--- src/rtl/keypad_scan_ctrl_if.sv ---
// Key handoff bundle between the keypad scanner (master) and the input controller (slave).
interface keypad_scan_ctrl_if;
    logic [3:0] key_code;
    logic       key_valid;
    logic       key_read;

    modport master (output key_code, output key_valid, input key_read);
    modport slave  (input key_code, input key_valid, output key_read);
endinterface

--- src/rtl/keypad_scan_ctrl.sv ---
// 4x4 active-low keypad scanner with press/release debounce and a valid/read key handoff.
// Optional MULTI_KEY_REJECT_EN: chorded or ghosted row patterns are never reported.
module keypad_scan_ctrl #(
    parameter int SCAN_DIV        = 4,
    parameter int DEBOUNCE_CYCLES = 8
) (
    input  logic               clk,
    input  logic               RST,
    input  logic [3:0]         RowIn,
    output logic [3:0]         ColOut,
    output logic [2:0]         scan_state,
    keypad_scan_ctrl_if.master kif
);

    typedef enum logic [2:0] {
        SCAN     = 3'd0,
        DEBOUNCE = 3'd1,
        PRESSED  = 3'd3,
        WAIT_REL = 3'd4,
        REL_DB   = 3'd5
    } state_e;

    localparam int DW = (SCAN_DIV > 1) ? $clog2(SCAN_DIV) : 1;
    localparam int CW = $clog2(DEBOUNCE_CYCLES + 1);
    localparam logic [DW-1:0] DWELL_LAST = DW'(SCAN_DIV - 1);
    localparam logic [CW-1:0] DB_LAST    = CW'(DEBOUNCE_CYCLES - 1);

    state_e        state_q;
    logic [1:0]    col_q;
    logic [1:0]    row_q;
    logic [DW-1:0] dwell_q;
    logic [CW-1:0] db_q;
    logic          valid_q;
    logic [3:0]    code_q;

    logic [1:0]    low_row;
    logic [2:0]    n_low;
    logic          idle_rows;
    logic          key_seen;
    logic          db_match;

    // Lowest-index low row wins; n_low counts how many rows are pulled low.
    always_comb begin
        low_row = '0;
        n_low   = '0;
        for (int unsigned i = 4; i > 0; i--) begin
            if (!RowIn[i-1]) low_row = 2'(i - 1);
        end
        for (int unsigned i = 0; i < 4; i++) begin
            n_low = n_low + 3'(!RowIn[i]);
        end
    end

    assign idle_rows = (RowIn == 4'hF);

`ifdef MULTI_KEY_REJECT_EN
    assign key_seen = (n_low == 3'd1);
    assign db_match = (RowIn == ~(4'b0001 << row_q));
`else
    assign key_seen = !idle_rows;
    assign db_match = !idle_rows && (low_row == row_q);
`endif

    always_ff @(posedge clk or posedge RST) begin
        if (RST) begin
            state_q <= SCAN;
            col_q   <= '0;
            row_q   <= '0;
            dwell_q <= '0;
            db_q    <= '0;
            valid_q <= 1'b0;
            code_q  <= '0;
        end else begin
            case (state_q)
                SCAN: begin
                    if (dwell_q == DWELL_LAST) begin
                        dwell_q <= '0;
                        if (key_seen) begin
                            row_q   <= low_row;
                            db_q    <= '0;
                            state_q <= DEBOUNCE;
                        end else begin
                            col_q <= col_q + 2'd1;
                        end
                    end else begin
                        dwell_q <= dwell_q + DW'(1);
                    end
                end
                DEBOUNCE: begin
                    // Dwell was already cleared on entry, so a mismatch rescans the same column afresh.
                    if (db_match) begin
                        if (db_q == DB_LAST) begin
                            db_q    <= '0;
                            valid_q <= 1'b1;
                            code_q  <= {row_q, col_q};
                            state_q <= PRESSED;
                        end else begin
                            db_q <= db_q + CW'(1);
                        end
                    end else begin
                        db_q    <= '0;
                        state_q <= SCAN;
                    end
                end
                PRESSED: begin
                    if (kif.key_read) begin
                        valid_q <= 1'b0;
                        state_q <= WAIT_REL;
                    end
                end
                WAIT_REL: begin
                    if (idle_rows) begin
                        db_q    <= '0;
                        state_q <= REL_DB;
                    end
                end
                REL_DB: begin
                    if (idle_rows) begin
                        if (db_q == DB_LAST) begin
                            db_q    <= '0;
                            dwell_q <= '0;
                            col_q   <= col_q + 2'd1;
                            state_q <= SCAN;
                        end else begin
                            db_q <= db_q + CW'(1);
                        end
                    end else begin
                        db_q    <= '0;
                        state_q <= WAIT_REL;
                    end
                end
                default: state_q <= SCAN;
            endcase
        end
    end

    assign ColOut        = ~(4'b0001 << col_q);
    assign scan_state    = state_q;
    assign kif.key_valid = valid_q;
    assign kif.key_code  = code_q;

endmodule

--- src/flat_wrapper.sv ---
// flat-port wrapper written by rule: the top's interface ports become plain ports
module keypad_scan_ctrl_flat 
#(
    parameter int SCAN_DIV        = 4,
    parameter int DEBOUNCE_CYCLES = 8
)
  (clk, RST, RowIn, ColOut, scan_state, kif_key_code, kif_key_valid, kif_key_read);
  keypad_scan_ctrl_if kif_i ();
  input  logic clk;
  input  logic RST;
  input  logic [3:0] RowIn;
  output logic [3:0] ColOut;
  output logic [2:0] scan_state;
  output wire logic [$bits(kif_i.key_code)-1:0] kif_key_code;
  output wire logic [$bits(kif_i.key_valid)-1:0] kif_key_valid;
  input wire logic [$bits(kif_i.key_read)-1:0] kif_key_read;
  assign kif_key_code = kif_i.key_code;
  assign kif_key_valid = kif_i.key_valid;
  assign kif_i.key_read = kif_key_read;
  keypad_scan_ctrl #(.SCAN_DIV(SCAN_DIV), .DEBOUNCE_CYCLES(DEBOUNCE_CYCLES)) u_core (.clk(clk), .RST(RST), .RowIn(RowIn), .ColOut(ColOut), .scan_state(scan_state), .kif(kif_i));
endmodule
--- config.mk ---
export PLATFORM = sky130hd
export DESIGN_NAME = keypad_scan_ctrl_flat
export DESIGN_NICKNAME = d
export VERILOG_FILES = /design/src/rtl/keypad_scan_ctrl_if.sv /design/src/rtl/keypad_scan_ctrl.sv /design/src/flat_wrapper.sv
export SDC_FILE = /design/constraint.sdc
export NUM_CORES = 1
export LEC_CHECK = 0
export ABC_AREA = 1
export CORE_AREA = 2 2 80 44
export DETAILED_ROUTE_END_ITERATION = 10
export DIE_AREA = 0 0 82 46
export SLEW_MARGIN = 5
export SYNTH_ARGS = -nofsm -noshare
export SYNTH_HDL_FRONTEND = slang
export SYNTH_SLANG_ARGS = --single-unit
export TNS_END_PERCENT = 1
--- constraint.sdc ---
create_clock -name clk -period 1.45 [get_ports clk]
set_input_delay 0.2175 -clock clk [delete_from_list [all_inputs] [get_ports clk]]
set_output_delay 0.2175 -clock clk [all_outputs]
set_load 0.01 [all_outputs]
## Yosys cells after proc, flatten, opt, wreduce, memory -nomap -nowiden

Index checks and enable logic that the tools add are counted.

- Register bits after elaboration: 18
- Bits of input ports: 7
- Logic and storage cells: 78
- Output and inout bits: 12

- Reduce and logical (&&, ||, !) cells: 13
- Muxes and demuxes: 33
- Bitwise logic cells: 2
- Shifts and indexed selects: 1
- Equal/unequal tests: 19
- Add/subtract/negate cells: 3

Operators by type and width:

| kind | number |
|---|---|
| 3-bit two-way mux | 8 |
| 4-bit two-way mux | 6 |
| 2-bit two-way mux | 11 |
| 4-bit case mux with 4 select lines | 1 |
| 3-bit case mux with 5 select lines | 1 |
| 2-bit by 1-bit inequality test with 1-bit output (second input constant) | 7 |
| 3-bit AND reduction | 3 |
| 2-bit case mux with 2 select lines | 2 |
| 4-bit AND reduction | 2 |
| 3-bit == test (second input constant) | 2 |
| 3-bit inequality test (second input constant) | 2 |
| 6-bit AND reduction | 1 |
| 5-bit AND reduction | 1 |
| 2-bit by 1-bit adder with 2-bit output (second input constant) | 2 |
| 4-bit by 1-bit adder with 4-bit output (second input constant) | 1 |
| 4-bit by 3-bit == test with 1-bit output (second input constant) | 1 |
| 4-bit == test (second input constant) | 1 |
| 2-bit inequality test (second input constant) | 2 |
| 4-bit inverter | 1 |
| 2-bit nonzero test | 2 |
| 4-bit nonzero test | 1 |
| 1-bit by 2-bit << shifter with 4-bit output (first input constant) | 1 |
| 3-bit by 1-bit == test with 1-bit output (second input constant) | 1 |
| 3-bit by 2-bit == test with 1-bit output (second input constant) | 1 |
| other kinds (8) | 10 |

## Logic depth before layout (Yosys ltp)

Gate-level depths: netlist of the first run.

- Depth after elaboration: 8
- Mapped depth: 10
- Depth with buffers taken out: 10

## Worst setup path after synthesis of the first run

OpenSTA, ideal clock, no wires.

- Path type: register to register
- Start point: reg u_core.db_q[0]
- End point: reg u_core.col_q[0]
- Data arrival time: 1.217 ns
- Data required time: 1.323 ns
- Path slack: 0.107 ns
- Period minus slack after synthesis: 1.343 ns
- Setup time: 0.127 ns
- Buffers on the path: 0
- Cell stages (with the launch flop): 8
- Cell sequence: dfrtp_1 ha_1 nand2_1 nor2_4 inv_2 o21ai_2 nand3_1 xor2_1

- Word-level cells in the longest chain between the ends: 3

Ends and longest elaborated chain:

| what | RTL line | RTL |
|---|---|---|
| start, declared | keypad_scan_ctrl.sv:32 | `logic [CW-1:0] db_q;` |
| start signal, assigned | keypad_scan_ctrl.sv:98 | `db_q <= db_q + CW'(1);` |
| start signal, assigned | keypad_scan_ctrl.sv:125 | `db_q <= db_q + CW'(1);` |
| 4-bit by 3-bit == test with 1-bit output | keypad_scan_ctrl.sv:119 | `if (db_q == DB_LAST) begin` |
| 2-bit by 1-bit inequality test with 1-bit output (no source line) | - |  |
| 5-bit AND reduction (no source line) | - |  |
| end signal, assigned | keypad_scan_ctrl.sv:83 | `col_q <= col_q + 2'd1;` |
| end signal, assigned | keypad_scan_ctrl.sv:122 | `col_q <= col_q + 2'd1;` |
| end, declared | keypad_scan_ctrl.sv:29 | `logic [1:0] col_q;` |

No other way between the ends.
A chain may end at the register's enable or synchronous reset.

## Final worst setup path of the first run

- Start point: reg u_core.state_q[1], in the netlist u_core.scan_state[1]
- End point: reg u_core.state_q[0], in the netlist u_core.scan_state[0]

- Word-level cells in the longest chain between the ends: 3
- Elaborated cells on any way between the ends: 13
- Those cells by class: eq/ne: 10; mux: 1; reduce/logical: 2

Ends and longest elaborated chain:

| what | RTL line | RTL |
|---|---|---|
| start, declared | keypad_scan_ctrl.sv:28 | `state_e state_q;` |
| start signal, assigned | keypad_scan_ctrl.sv:66 | `state_q <= SCAN;` |
| start signal, assigned | keypad_scan_ctrl.sv:81 | `state_q <= DEBOUNCE;` |
| start signal, assigned | keypad_scan_ctrl.sv:96 | `state_q <= PRESSED;` |
| 3-bit == test (tied with other cells) | keypad_scan_ctrl.sv:74 | `case (state_q)` |
| 3-bit inequality test (no source line) (tied with other cells) | - |  |
| 6-bit AND reduction (no source line) | - |  |

Several ways; a longest one is shown, not always the timed one.

==> impl_metrics.json, run 1 <==
{
  "outcome": "finished clean",
  "routed_via_density": 4.66,
  "met2WireLength_microns": 1060,
  "ys_seq_area_frac": 0.385,
  "crit_required_ns": 1.60,
  "finalInstanceArea_sq_um": 1570,
  "grt_usage": 0.150,
  "vias": 1030,
  "cts_buffer_depth": 2,
  "first_pass_iters": 4,
  "diodes": 0,
  "crit_path_max_incr_delay_ns": 0.47,
  "wl_per_cell_microns": 11.9,
  "p_leak_uw": 0.000804,
  "port_buffers": 18,
  "start_kind": "flip-flop",
  "slew_headroom": 0.805,
  "min_period_over_period": 0.988,
  "peakVddDrop_v": 0.00113,
  "ys_async_sr_fraction": 1.00,
  "p_total_uw": 2740,
  "maxSlewViolCount": 0,
  "critical_path.cell_chain": "inv_2, nand2_1, nor2_4, nand3_2, inv_2, nor2_2, nand3_1, nand2_1",
  "cp-end-kind": "flip-flop",
  "synth_edf_count": 0,
  "final-hold-violation-count": 0,
  "cts_buffers": 3,
  "pwr-share-comb": 0.571,
  "critPathArrivalTime_ns": 1.59,
  "seq_power_share": 0.276,
  "max_freq_ghz": 0.698,
  "finalCriticalPeriod_ns": 1.43,
  "crit_path_start": "u_core.scan_state[1]$_DFFE_PP0P_",
  "worstMarginPinSlew_ns": 0.292,
  "p_sw_frac": 0.446,
  "placedInstanceArea_sq_um": 1480,
  "top_layer_used": "met4",
  "power.share.clock": 0.153,
  "clkTransAtPathRegs_ns": 0.07,
  "drt-initial-drc-count": 74,
  "grt_first_pass_wirelength_microns": 4020,
  "r2r_slack_ns": 0.02,
  "h-tree-depth": 1,
  "worst_clock_skew_ns": 0.00208,
  "multi_input_area_sq_um": 661,
  "insertion_delay_ns": 0.26,
  "netlist.area_leader.share": 0.385,
  "crit_fanout": 8,
  "synth.most_common_cell": "nand2_1",
  "dp.cells": 215,
  "p_switching_uw": 1220,
  "r2r_cells": 8,
  "antenna_left": 0,
  "syn_nets": 158,
  "crit_slowest_cell": "dfrtp_2",
  "rsz0062_at_grt": "true",
  "wl_met3_microns": 202,
  "avgSynthCellArea_sq_um": 8.08,
  "cts_tree": "built",
  "overflow": 0,
  "ys_top_cells_by_count": "nand2_1, dfrtp_1, inv_1",
  "synth_ff_type": "dfrtp_1",
  "initial_core_util": 0.371,
  "netlist_area_sq_um": 1170,
  "intPower_uw": 1520,
  "place_hpwl_microns": 2070,
  "cts_root_buffer": "clkbuf_8",
  "hold_path.class": "input pin to asynchronous set/reset pin",
  "endpoint": "u_core.scan_state[0]$_DFFE_PP0P_",
  "pin_count": 19,
  "areaGrowthSynthToFinish_pct": 34.1,
  "met1Wirelength_microns": 1350,
  "core_sq_um": 3150,
  "powerDensity_nw_per_um2": 1740,
  "cap_violations": 0,
  "final-seq-area_sq_um": 453,
  "rr_endpoint": "u_core.scan_state[0]$_DFFE_PP0P_",
  "die_w_microns": 82,
  "worstSetupPathType": "flip-flop to flip-flop",
  "nNetsFinal": 193,
  "r2r_start": "u_core.scan_state[1]$_DFFE_PP0P_",
  "postRouteWirelength_microns": 2630,
  "final-setup-viol-count": 0,
  "die_h_microns": 46,
  "synth_top_cell_by_area": "dfrtp_1",
  "antenna_found_initial": 0,
  "yosys_register_bits": 18,
  "grt_pass1_vias": 842,
  "drc_errors": 0,
  "stdcell_count": 221,
  "dieArea_sq_um": 3770,
  "drive_above_1_share": 0.363,
  "n_fill_cell": 296,
  "synth_area_leaders": "dfrtp_1, nand2_1, ha_1, nand3_1, inv_1",
  "synth_cell_type_count": 23,
  "grt_start_max_net_pins": 19,
  "rows": 15,
  "synthCells": 145,
  "ys_warn_count": 0,
  "tritoncts_num_sinks": 18,
  "gp_congestion": 0.894
}
cell families (layout without fill, tap and decap cells):
logic type	count (synthesis)	after routing	share of synthesized area
fa+ha+maj	6	6	0.0641
flops	18	18	0.385
compound gates	18	18	0.105
xor+xnor	2	2	0.0150
buf+inv	25	59	0.0801
simple gates	76	76	0.352
worst max-delay path: cells and delay by family (launching register included):
family / cells / cell delay (ns)
simple gates: 6 / 0.68
buf+inv: 2 / 0.18
flops: 1 / 0.47
registers in the layout, indices dropped and copies added (netlist names):
name,count
u_core.col_q,2
u_core.db_q,4
u_core.dwell_q,2
u_core.kif.key_code,4
u_core.kif.key_valid,1
u_core.row_q,2
u_core.scan_state,3
cell usage in the layout (no fill, tap or decap), types with 8 or more instances in the layout:
cell type / n
nand2_1: 27
dfrtp_1: 16
inv_1: 14
nand3_1: 12
buf_4: 12
inv_2: 11
clkdlybuf4s50_1: 9
nand2_2: 8
nor2_1: 8
power by group through the flow:
stage | sequential [uW] | clock, uW | combinational, uW
3_3_place_gp | 761 | 0 | 1500
4_1_cts | 763 | 434 | 1480
6_report | 756 | 420 | 1560
2_1_floorplan | 758 | 0 | 1030
3_5_place_dp | 767 | 0 | 1510
5_1_grt | 774 | 450 | 1740
per-layer routing:
layer	track usage	up-vias
met5	0	-
met4	0.0400	0
met3	0.0437	4
met2	0.197	32
met1	0.233	457
li1	-	537
stage by stage:
| step | hold WS, ns | setup slack, ns | utilization | TNS (ns) |
|---|---|---|---|---|
| after floorplan | 0.156 | 0.107 | - | 0 |
| after global placement | 0.471 | -0.194 | 0.469 | -2.87 |
| after detailed placement | 0.473 | -0.237 | 0.469 | -3.35 |
| after CTS | 0.283 | 0.0153 | 0.486 | 0 |
| after global routing | 0.327 | -0.0750 | 0.498 | -0.360 |
| final | 0.274 | 0.0173 | 0.498 | 0 |
timing repair:
item	CTS	global route
pin swaps	0	7
endpoints found under the setup margin	7	17
setup buffers	1	1
hold buffers	0	0
gates resized for setup	14	15
final cells by class:
class / count / area share
multi-input cells: 102 / 0.421
inverters: 25 / 0.0598
flip-flops and latches: 18 / 0.288
clock buffers: 4 / 0.0351
repair buffers: 30 / 0.163
well taps: 42 / 0.0335
worst min-delay path by stage:
stage                                               to  slack, ns  cells after the start
detailed placement    u_core.kif.key_valid$_DFFE_PP0P_       0.47                      2
global placement    u_core.kif.key_code[3]$_DFFE_PP0P_       0.47                      2
finish                     u_core.row_q[0]$_DFFE_PP0P_       0.27                      3
floorplan                  u_core.col_q[0]$_DFFE_PP0P_       0.16                      1
CTS                        u_core.row_q[0]$_DFFE_PP0P_       0.28                      3
global route               u_core.row_q[0]$_DFFE_PP0P_       0.33                      3
(Power assumes the default switching activity.)
==> run 2: changes to the inputs <==
Settings changed: ABC_CLOCK_PERIOD_IN_PS set to 1450, CTS_BUF_LIST set to sky130_fd_sc_hd__clkbuf_8 sky130_fd_sc_hd__clkbuf_16.
==> results of run 2 <==
No change in the layout: final DEF, timing and power equal those of run 1.
==> run 3: changes to the inputs <==
Settings changed: CTS_CLUSTER_DIAMETER set to 50.
==> results of run 3 <==
No change in the layout: final DEF, timing and power equal those of run 1.
